===== config.mk =====
export PLATFORM = sky130hd
export DESIGN_NAME = regfile_mp
export DESIGN_NICKNAME = d
export VERILOG_FILES = /design/src/rtl/regfile_pkg.sv /design/src/rtl/regfile_read_port.sv /design/src/rtl/regfile_mp.sv
export SDC_FILE = /design/constraint.sdc
export NUM_CORES = 2
export LEC_CHECK = 0
export ABC_CLOCK_PERIOD_IN_PS = 3750
export CAP_MARGIN = 20
export CORE_UTILIZATION = 30
export DETAILED_ROUTE_END_ITERATION = 12
export GPL_TIMING_DRIVEN = 0
export PLACE_DENSITY = 0.52
export SYNTH_ARGS = -nofsm -noshare
export SYNTH_HDL_FRONTEND = slang
export SYNTH_HIERARCHICAL = 1
export SYNTH_SLANG_ARGS = --single-unit

===== constraint.sdc =====
create_clock -name clk -period 3.75 [get_ports clk]
set_clock_uncertainty 0.15 [all_clocks]
set_input_delay 1.125 -clock clk [delete_from_list [all_inputs] [get_ports clk]]
set_output_delay 1.125 -clock clk [all_outputs]
set_load 0.03 [all_outputs]

===== src/rtl/regfile_pkg.sv =====
// Shared defaults and address helpers for the multi-port register file.
// Imported by the register file and its read ports; no logic of its own.
package regfile_pkg;

  localparam int XLEN_DEFAULT  = 32;
  localparam int NREGS_DEFAULT = 32;

  function automatic int rf_aw(input int n);
    return $clog2(n);
  endfunction

  localparam int AW_DEFAULT = rf_aw(NREGS_DEFAULT);

  // Register index as carried through decode/issue.
  typedef logic [AW_DEFAULT-1:0] reg_addr_t;

endpackage


===== src/rtl/regfile_read_port.sv =====
// One combinational read port: array mux, write-first bypass, x0 force and busy lookup.
// Latency: zero cycles; no backpressure.
module regfile_read_port
  import regfile_pkg::*;
#(
  parameter int XLEN   = XLEN_DEFAULT,
  parameter int NREGS  = NREGS_DEFAULT,
  parameter int NWRITE = 1,
  parameter int AW     = rf_aw(NREGS)
) (
  input  logic [AW-1:0]               raddr,
  input  logic [NREGS-1:0][XLEN-1:0]  regs,
  input  logic [NREGS-1:0]            busy,
  input  logic [NWRITE-1:0]           wen,
  input  logic [NWRITE*AW-1:0]        waddr,
  input  logic [NWRITE*XLEN-1:0]      wdata,
  input  logic                        claim_en,
  input  logic [AW-1:0]               claim_addr,
  output logic [XLEN-1:0]             rdata,
  output logic                        rbusy
);

  always_comb begin
    rdata = regs[raddr];
    rbusy = busy[raddr];
    // Ascending scan so the highest matching write port ends up selected;
    // wen is tested first so a disabled port's address/data cannot leak.
    for (int j = 0; j < NWRITE; j++) begin
      if (wen[j] && (waddr[j*AW +: AW] == raddr)) begin
        rdata = wdata[j*XLEN +: XLEN];
        rbusy = 1'b0;
      end
    end
    if (claim_en && (claim_addr == raddr)) begin
      rbusy = 1'b1;
    end
    if (raddr == '0) begin
      rdata = '0;
      rbusy = 1'b0;
    end
  end

endmodule


===== src/rtl/regfile_mp.sv =====
// Parametrised register file with NREAD bypassed read ports, NWRITE write ports and a busy scoreboard.
// Latency: reads combinational, writes/claims visible next cycle; no backpressure.
module regfile_mp
  import regfile_pkg::*;
#(
  parameter int XLEN   = XLEN_DEFAULT,
  parameter int NREGS  = NREGS_DEFAULT,
  parameter int NREAD  = 2,
  parameter int NWRITE = 1,
  localparam int AW    = rf_aw(NREGS)
) (
  input  logic                    clk,
  input  logic                    rst,
  input  logic [NREAD*AW-1:0]     raddr,
  output logic [NREAD*XLEN-1:0]   rdata,
  output logic [NREAD-1:0]        rbusy,
  input  logic [NWRITE-1:0]       wen,
  input  logic [NWRITE*AW-1:0]    waddr,
  input  logic [NWRITE*XLEN-1:0]  wdata,
  input  logic                    claim_en,
  input  logic [AW-1:0]           claim_addr,
  output logic [NREGS-1:0]        busy
);

  logic [NREGS-1:0][XLEN-1:0] regs_q;
  logic [NREGS-1:0]           busy_q;
  logic [NREGS-1:0]           busy_nxt;

  // Entry 0 is never written, so it stays at its reset value of zero.
  always_ff @(posedge clk) begin
    if (rst) begin
      regs_q <= '0;
    end else begin
      for (int j = 0; j < NWRITE; j++) begin
        if (wen[j] && (waddr[j*AW +: AW] != '0)) begin
          regs_q[waddr[j*AW +: AW]] <= wdata[j*XLEN +: XLEN];
        end
      end
    end
  end

  // Writeback clears, then a same-cycle claim re-sets: the new producer wins.
  always_comb begin
    busy_nxt = busy_q;
    for (int j = 0; j < NWRITE; j++) begin
      if (wen[j]) begin
        busy_nxt[waddr[j*AW +: AW]] = 1'b0;
      end
    end
    if (claim_en) begin
      busy_nxt[claim_addr] = 1'b1;
    end
    busy_nxt[0] = 1'b0;
  end

  always_ff @(posedge clk) begin
    if (rst) begin
      busy_q <= '0;
    end else begin
      busy_q <= busy_nxt;
    end
  end

  assign busy = busy_q;

  for (genvar i = 0; i < NREAD; i++) begin : g_rd
    regfile_read_port #(
      .XLEN   (XLEN),
      .NREGS  (NREGS),
      .NWRITE (NWRITE),
      .AW     (AW)
    ) u_rd (
      .raddr      (raddr[i*AW +: AW]),
      .regs       (regs_q),
      .busy       (busy_q),
      .wen        (wen),
      .waddr      (waddr),
      .wdata      (wdata),
      .claim_en   (claim_en),
      .claim_addr (claim_addr),
      .rdata      (rdata[i*XLEN +: XLEN]),
      .rbusy      (rbusy[i])
    );
  end

endmodule


==> results_dict.tcl <==
set metrics [dict create \
    status "finished with violations" \
    violations "negative setup slack" \
    ant_nets 0 \
    fillers 18400 \
    hpwl_um 230000 \
    ctsRootBufferMaster "clkbuf_16" \
    path_buf_inv 6 \
    via_count 50800 \
    gp_congestion 1.05 \
    cts_tree "yes" \
    wl_per_cell_um 39.6 \
    drt-initial-drc-count 7133 \
    std_cell_rows 161 \
    period_needed_ns 4.75 \
    hp-class "flop to flop" \
    worstMarginPinSlew_ns 1.38 \
    dieArea_um2 195000 \
    drc 0 \
    worst_path_largest_cell_delay_ns 0.59 \
    max-slew-margin-rel_pct 7.74 \
    final_cell_area_um2 75400 \
    async_reset_ff_share_pct 0 \
    cts_buffers 132 \
    antenna_found_initial 28 \
    cp-start-kind "input port" \
    synthesis.yosys.warnings 6 \
    grt.overflow.total 0 \
    grt_max_degree 17 \
    die_x_um 442 \
    clockBufferDepth 3 \
    ys.flop_type "dfxtp_1" \
    synth_common_cells "1055 x dfxtp_1, 1002 x mux2i_1, 972 x nand2b_1, 438 x mux4_2, 252 x clkbuf_1" \
    cts_max_level 4 \
    io_pins 154 \
    dp.cells 7780 \
    placed_cell_area_um2 63700 \
    syn_area_per_cell_um2 11.4 \
    layout.nets 5659 \
    path_class "input port to output port" \
    yosysTopAreaCellShare_pct 36.4 \
    grt_use_total_pct 32.3 \
    syn_inst 5078 \
    cp_common_cell "buf_16" \
    io_buffers 147 \
    rsz0062_at_grt "yes" \
    fin_cells 8246 \
    worstSetupStartpoint "raddr[0]" \
    final-setup-viol-count 66 \
    synth_cell_types 75 \
    die_height_um 442 \
    yosys_register_bits 1055 \
    rrSetupSlack_ns 2.80 \
    insertion_delay_ns 0.78 \
    worst_slack_ns -0.999 \
    leakage_nw 32.1 \
    worstPathMaxFanout 7 \
    start_util_pct 30.2 \
    drt_wl_total_um 327000 \
    hold_viol_final 0 \
    grt_pass1_wl_um 430000 \
    clk_pin_slew_worst_paths_ns 0.06 \
    worstPathArrival_ns 3.47 \
    synth.area.top_cells "dfxtp_1 36%, mux2i_1 17%, mux4_2 17%" \
    period_share_pct 127 \
    p_per_area_nw_per_um2 394 \
    critical_path.cell_chain "buf_12, buf_16, buf_16, buf_16, buf_12, mux4_2, a22oi_2, nand2_1, a311o_2, buf_6" \
    fmax_ghz 0.211 \
    core_um2 192000 \
    worstReg2RegStart "busy[25]" \
    hold_start "regs_q[14]" \
    holdBufCountCts 0 \
    syn_to_final_growth_pct 29.8 \
    vdd_drop_max_v 0.000403 \
    viasPerCell 6.16 \
    yosys.area.top_type "dfxtp_1" \
    cap_violations 0 \
    path_delay_family "buffers and inverters" \
    syn_area_um2 58000 \
    first_pass_iters 9 \
    endpoint_kind "output port" \
    drv_slew 0 \
    cp.required_ns 2.47 \
    ys_seq_area_share_pct 36.4 \
    grt_pass1_vias 49000 \
    cp_slowest_cell "mux4_2" \
    synthMostInstantiatedCell "dfxtp_1" \
    drive_above_1_share_pct 31.6 \
    synth_edf_count 0 \
    clkSinkCount 1055 \
]
## placed cells by master (no fill, tap or decap), types with 66 or more instances in the layout
master | synthesis | layout
dfxtp_1 | 1055 | 1055
mux2i_1 | 1002 | 993
nand2b_1 | 972 | 966
mux4_2 | 438 | 455
clkbuf_1 | 252 | 215
buf_4 | 84 | 184
clkbuf_16 | 0 | 143
buf_6 | 16 | 124
buf_2 | 144 | 98
nand3_1 | 115 | 98
buf_12 | 14 | 83
a21oi_1 | 74 | 72
buf_16 | 0 | 70
clkdlybuf4s50_1 | 0 | 69
o22ai_4 | 0 | 68
nor2b_1 | 68 | 66
## per-layer routing
layer	up-vias	global-route usage [%]	share of wire, %
met5	-	1.20	0.11
met4	12	27.6	10
met3	1166	11.2	12
met2	3875	45.5	40
met1	25800	39.1	37
li1	19900	-	-
## layout make-up
class | instances | area, um^2 | share of cell area (%)
Clock buffer | 199 | 3940 | 5.23
Clock inverter | 39 | 517 | 0.686
Buffer | 535 | 4530 | 6.02
Antenna cell | 13 | 32.5 | 0.0432
Multi-Input combinational cell | 3469 | 36900 | 49.0
Timing Repair Buffer | 402 | 5040 | 6.69
Sequential cell | 1055 | 21100 | 28.0
Tap cell | 2526 | 3160 | 4.19
Inverter | 8 | 65.1 | 0.0863
## power by group
| group | switching (W) | total, W | internal [W] |
|---|---|---|---|
| clock network | 0.00549 | 0.0135 | 0.00796 |
| logic | 0.00315 | 0.00490 | 0.00175 |
| registers | 0.0000677 | 0.0114 | 0.0113 |
| total | 0.00871 | 0.0297 | 0.0210 |
## cells by family after synthesis
group | share of synthesized area (%)
AOI/OAI and AO/OA | 6.86
xor gates and xnor gates | 0.302
buffers and inverters | 5.29
DFF | 36.4
muxes | 36.9
other | 0.00646
and+or+nand+nor | 14.2
## flip-flops by register name, summed over array words and instances, names as in the netlist
signal,count
regs_q,1024
busy,31
## per-stage QoR
| step | setup WS (ns) | util [%] | power (W) | hold WS, ns | TNS, ns |
|---|---|---|---|---|---|
| after floorplan | -0.257 | - | 0.0134 | 0.295 | -10.63 |
| after global placement | -4.32 | 32.9 | 0.0152 | 0.313 | -329.25 |
| after detailed placement | -4.12 | 33.1 | 0.0153 | 0.317 | -324.39 |
| after CTS | -0.959 | 38.5 | 0.0294 | 0.327 | -56.93 |
| after global routing | -0.958 | 39.2 | 0.0301 | 0.338 | -56.62 |
| final | -0.999 | 39.2 | 0.0297 | 0.329 | -59.39 |
## path summary, 6_finish.rpt
check,endpoint,cells past startpoint
max,rdata[27],10
min reg2reg,regs_q[14],1
min,regs_q[14],1
max reg2reg,busy[25],2
## repair_timing
action                     in CTS  in global routing
buffers inserted              139                 76
resized for setup            1377                182
pin swaps                     168                126
setup endpoints to repair      66                 66
cloned                         19                  3
Note: power is estimated with default switching activity, not from simulation.
